$ cat config.mk
export PLATFORM = sky130hd
export DESIGN_NAME = instruction_decode
export DESIGN_NICKNAME = d
export VERILOG_FILES = /design/src/rtl/instruction_decode_pkg.sv /design/src/rtl/instruction_decode_imm_gen.sv /design/src/rtl/instruction_decode.sv
export SDC_FILE = /design/constraint.sdc
export NUM_CORES = 1
export LEC_CHECK = 0
export ABC_AREA = 1
export CORE_UTILIZATION = 40
export DETAILED_ROUTE_END_ITERATION = 10
export GPL_TIMING_DRIVEN = 0
export HOLD_SLACK_MARGIN = 0.03
export PLACE_DENSITY = 0.75
export SLEW_MARGIN = 10
export SYNTH_ARGS = -nofsm -noshare
export SYNTH_HDL_FRONTEND = slang
export SYNTH_SLANG_ARGS = --single-unit
$ cat constraint.sdc
create_clock -name clk -period 1.5 [get_ports clk]
set_input_delay 0.45 -clock clk [delete_from_list [all_inputs] [get_ports clk]]
set_output_delay 0.45 -clock clk [all_outputs]
set_load 0.02 [all_outputs]
$ cat src/rtl/instruction_decode_pkg.sv
// Shared decode definitions: opcodes, operation classes, stage states and the
// opcode-to-class lookup used by the decode stage.
package instruction_decode_pkg;

    localparam logic [6:0] OPC_ALU_R  = 7'b0110011;
    localparam logic [6:0] OPC_ALU_I  = 7'b0010011;
    localparam logic [6:0] OPC_LOAD   = 7'b0000011;
    localparam logic [6:0] OPC_STORE  = 7'b0100011;
    localparam logic [6:0] OPC_BRANCH = 7'b1100011;
    localparam logic [6:0] OPC_JAL    = 7'b1101111;
    localparam logic [6:0] OPC_JALR   = 7'b1100111;
    localparam logic [6:0] OPC_LUI    = 7'b0110111;
    localparam logic [6:0] OPC_AUIPC  = 7'b0010111;

    typedef enum logic [2:0] {
        ALU_R   = 3'd0,
        ALU_I   = 3'd1,
        LOAD    = 3'd2,
        STORE   = 3'd3,
        BRANCH  = 3'd4,
        JUMP    = 3'd5,
        UPPER   = 3'd6,
        SYS_ILL = 3'd7
    } op_class_e;

    typedef enum logic {
        RUN    = 1'b0,
        HALTED = 1'b1
    } state_e;

    function automatic op_class_e opcode_class(input logic [6:0] opc);
        op_class_e cls;
        case (opc)
            OPC_ALU_R:           cls = ALU_R;
            OPC_ALU_I:           cls = ALU_I;
            OPC_LOAD:            cls = LOAD;
            OPC_STORE:           cls = STORE;
            OPC_BRANCH:          cls = BRANCH;
            OPC_JAL, OPC_JALR:   cls = JUMP;
            OPC_LUI, OPC_AUIPC:  cls = UPPER;
            default:             cls = SYS_ILL;
        endcase
        return cls;
    endfunction

endpackage

$ cat src/rtl/instruction_decode_imm_gen.sv
// Combinational immediate extraction; the format is chosen by the opcode.
module imm_gen
    import instruction_decode_pkg::*;
(
    input  logic [31:0] instr,
    output logic [31:0] imm
);

    always_comb begin
        imm = 32'd0;
        case (instr[6:0])
            OPC_ALU_I, OPC_LOAD, OPC_JALR:
                imm = {{20{instr[31]}}, instr[31:20]};
            OPC_STORE:
                imm = {{20{instr[31]}}, instr[31:25], instr[11:7]};
            OPC_BRANCH:
                imm = {{20{instr[31]}}, instr[7], instr[30:25], instr[11:8], 1'b0};
            OPC_LUI, OPC_AUIPC:
                imm = {instr[31:12], 12'd0};
            OPC_JAL:
                imm = {{12{instr[31]}}, instr[19:12], instr[20], instr[30:21], 1'b0};
            default:
                imm = 32'd0;
        endcase
    end

endmodule

$ cat src/rtl/instruction_decode.sv
// Decode stage: registers decoded fields on each accepted fetch transfer and
// stops accepting after an all-zero (halt) word until reset.
module instruction_decode
    import instruction_decode_pkg::*;
(
    input  logic        clk,
    input  logic        reset,
    input  logic        in_valid,
    input  logic [31:0] in_pc,
    input  logic [31:0] in_instr,
    output logic        in_ready,
    output logic        out_valid,
    input  logic        out_ready,
    output logic [31:0] out_pc,
    output logic [4:0]  rd,
    output logic [4:0]  rs1,
    output logic [4:0]  rs2,
    output logic [2:0]  funct3,
    output logic [6:0]  funct7,
    output logic [31:0] imm,
    output logic [2:0]  op_class,
    output logic        illegal,
    output logic        halt,
    output logic [15:0] instr_count,
    output logic        state_dbg
);

    // Handshakes: a transfer happens on a cycle where valid && ready are both
    // high; the producer holds its payload until then, and in_ready depends
    // combinationally on out_ready so a draining bundle frees the slot at once.
    state_e    state;
    logic      accept;
    logic      is_halt;
    op_class_e class_next;
    logic [31:0] imm_next;

    assign in_ready   = !reset && (state == RUN) && (!out_valid || out_ready);
    assign accept     = in_valid && in_ready;
    assign is_halt    = (in_instr == 32'd0);
    assign class_next = opcode_class(in_instr[6:0]);
    assign state_dbg  = state;

    imm_gen u_imm_gen (
        .instr (in_instr),
        .imm   (imm_next)
    );

    always_ff @(posedge clk) begin
        if (reset) begin
            state       <= RUN;
            out_valid   <= 1'b0;
            out_pc      <= 32'd0;
            rd          <= 5'd0;
            rs1         <= 5'd0;
            rs2         <= 5'd0;
            funct3      <= 3'd0;
            funct7      <= 7'd0;
            imm         <= 32'd0;
            op_class    <= 3'd0;
            illegal     <= 1'b0;
            halt        <= 1'b0;
            instr_count <= 16'd0;
        end else if (accept) begin
            // Fields load only here so idle cycles leave the outputs quiet.
            out_valid   <= 1'b1;
            out_pc      <= in_pc;
            rd          <= in_instr[11:7];
            rs1         <= in_instr[19:15];
            rs2         <= in_instr[24:20];
            funct3      <= in_instr[14:12];
            funct7      <= in_instr[31:25];
            imm         <= imm_next;
            op_class    <= class_next;
            illegal     <= (class_next == SYS_ILL) && !is_halt;
            halt        <= is_halt;
            if (instr_count != 16'hFFFF)
                instr_count <= instr_count + 16'd1;
            if (is_halt)
                state <= HALTED;
        end else if (out_valid && out_ready) begin
            out_valid <= 1'b0;
        end
    end

endmodule

==> impl_metrics.csv <==
group,metric,value,unit
clocking,cts_hold_buf,0,
finish,drive_above_1_share,0.303,
worst_setup_path,reg2reg_slack,-0.01,ns
global_route,grt_max_degree,19,
status,status,"finished, violations left",
worst_setup_path,endpoint_kind,"primary output",
worst_setup_path,rr_endpoint,"instr_count[12]",
synth,synth_area,0.00520,mm2
sta,finalClockSkew,0.00712,ns
synth,synth_top_family_by_area,"simple AND/OR/NAND/NOR gates",
worst_setup_path,cp.buffers_inverters,1,
synth,ys_ff_latch,112,
floorplan,io_pins,181,
drt,wl_per_cell,15.2,um
clocking,cts_tree,"done",
drt,first_iter_violations,384,
drt,first_pass_iters,5,
synth,synth_mux_area_frac,0,
sta,final.min_clock_period,1.54,ns
worst_setup_path,r2r.worst_path.cells,11,
drt,dr_total_vias,5896,
finish,final_cell_mix,"nand2_1, dfxtp_1, nand3_1, clkdlybuf4s50_1, clkbuf_2",
drt,met2WireLength,8840,um
floorplan,die_height,116,um
clocking,cts_sinks,112,
drt,wirelength,17700,um
synth,avgSynthCellArea,6.81,um2
floorplan,rows,41,
drt,drtAntennaViolNets,0,
synth,synthXorXnorAreaFrac,0.0185,
sta,finalCritPeriodShare,1.03,
drt,avgViaCountPerCell,5.06,
sta,worst_slack,-0.0418,ns
hold_path,hold_start,"out_pc[7]",
worst_setup_path,slowest_delay,0.35,ns
hold_path,hp-class,"reg2reg",
worst_setup_path,crit_family,"flip-flops",
worst_setup_path,arrival,1.09,ns
clocking,path_clk_slew,0.07,ns
worst_setup_path,required,1.05,ns
place,hpwl,11700,um
clocking,ctsRootBufferMaster,"clkbuf_16",
worst_setup_path,rr_startpoint,"instr_count[0]",
place,dpl_worst_slack,-0.750,ns
synth,synth_compound_area_frac,0.0741,
synth,synthSimpleGateAreaFrac,0.390,
clocking,htreeDepth,3,
worst_setup_path,path_cells,"nor3_4, buf_6",
hold_path,min_to,"out_pc[7]",
finish,n_fill_cell,1129,
place,port_buffers,179,
worst_setup_path,start_kind,"flop",
drt,topRoutingLayerUsed,"met4",
worst_setup_path,path_class,"reg2out",
worst_setup_path,slowest_stage,"dfxtp_2",
clocking,clkLatencyLatePin,0.36,ns
global_route,grt_antenna_before_repair,0,
synth,ys_warn_count,0,
floorplan,core,0.0126,mm2
power,powerDensity,830,mW/mm2
sta,rsz0062_at_grt,"yes",
floorplan,dieArea,0.0135,mm2
sta,tightest_slew,0.740,ns
synth,synthDistinctLibCells,26,
power,leakagePower,3.86,nW
sta,slew_viol_final,0,
finish,diodes,0,
synth,synth_fp_nets,832,
clocking,cts_max_path_buffers,2,
synth,synth-seq-area-share,0.431,
floorplan,die_x,116,um
sta,maxSlewHeadroom,0.507,
finish,nets,1058,
hold_path,hold_depth,2,
worst_setup_path,path_max_fanout,3,
finish,area_growth,60.4,%
finish,post-route-util,0.661,
drt,dr_wl_met3,988,um
drt,drc_errors,0,
global_route,grt_pass1_wl,25800,um
global_route,grt-ovfl-total,0,
synth,netlist_instances,763,
synth,synthAdderAreaFrac,0.00241,
global_route,grt_usage,0.249,
drt,wl_met1,7410,um
power,ir_worst_vdd,630,uV
run,max-cap-violations,0,
sta,report.final.hold_viol_count,0,
sta,setup-violations-final,4,
floorplan,initial_utilization,0.412,
finish,layout_commonest_cell,"nand2_1",
clocking,cts_buffers,9,
sta,fmax,0.649,GHz
sta,setup_tns,-0.0646,ns
place,place_congestion,0.930,
status,violations,"negative setup slack",
global_route,grt_pass1_vias,5348,
[worst reg2reg max path: cells and delay by family, from the launching register on]
kind	cells	cell delay, ns
adder cells (fa/ha/maj)	1	0.17
AND/OR/NAND/NOR	5	0.41
AO/OA/AOI/OAI	1	0.04
flip-flops	1	0.39
buffers and inverters	4	0.36
[power by group]
| group | switching, mW | total, mW | internal [mW] |
|---|---|---|---|
| logic | 0.723 | 1.28 | 0.559 |
| clock network | 1.15 | 2.45 | 1.29 |
| registers | 0.0859 | 3.19 | 3.10 |
[sequential cells by signal, indices dropped and copies added (netlist names)]
signal and cells:
instr_count 16, halt 1, funct3 3, out_valid 1, op_class 3, out_pc 32, funct7 7, rs1 5
illegal 1, rs2 5, state_dbg 1, imm 32, rd 5
[metal layers]
layer  track usage  up-vias
met4        0.0949        0
met5             0        -
li1              -     2871
met2         0.433      231
met1         0.304     2745
met3        0.0471       49
[synthesized netlist by cell type, drive strengths merged]
library cell  number  share of area
nand2            297           0.22
dfxtp            112           0.43
nand3            103           0.10
nor2              70          0.053
a21oi             57          0.061
inv               45          0.033
buf               27          0.038
clkbuf            17          0.012
o21ai             14          0.013
xnor2              6          0.010
nand4              5         0.0060
xor2               5         0.0084
nor3               4         0.0070
ha                 1         0.0024
[per-stage QoR]
step / hold slack (ns) / instances / cell area, um2 / total power [mW]
3_3_place_gp: 0.451 / 1114 / 7230 / 4.37
2_1_floorplan: 0.529 / 763 / 5230 / 3.77
5_1_grt: 0.480 / 1166 / 8340 / 7.18
3_5_place_dp: 0.455 / 1114 / 7230 / 4.38
4_1_cts: 0.463 / 1148 / 7790 / 6.77
6_report: 0.460 / 1166 / 8340 / 6.92
[kinds of logic after synthesis]
group / after synthesis
AO/OA/AOI/OAI: 71
AND/OR/NAND/NOR: 479
buffers and inverters: 89
XOR/XNOR: 11
adder cells (fa/ha/maj): 1
flip-flops: 112
[worst max path at each step]
stage / from / end / slack (ns) / depth (start not counted)
detailed placement: out_ready / in_ready / -0.75 / 4
CTS: state_dbg / in_ready / -0.07 / 2
global placement: out_ready / in_ready / -0.73 / 4
floorplan: reset / instr_count[11] / -0.07 / 9
finish: state_dbg / in_ready / -0.04 / 2
global route: out_valid / in_ready / -0.12 / 4
[cell type report]
class | instances | area (um2) | share of cell area
plain buffers | 41 | 373 | 0.0447
repair buffers | 217 | 1990 | 0.239
flip-flops and latches | 112 | 2270 | 0.272
multi-input cells | 562 | 3000 | 0.359
clock inverters | 4 | 33.8 | 0.00405
clock buffers | 12 | 268 | 0.0321
well taps | 172 | 215 | 0.0258
repair inverters | 1 | 6.26 | 0.000750
inverters | 45 | 186 | 0.0224
[repair_timing]
item | in CTS | in global routing
endpoints found under the setup margin | 225 | 193
gates resized for setup | 248 | 272
pin swaps | 12 | 54
buffers inserted | 18 | 11
gates cloned | 1 | 9
Power figures use the tool's default switching activity.
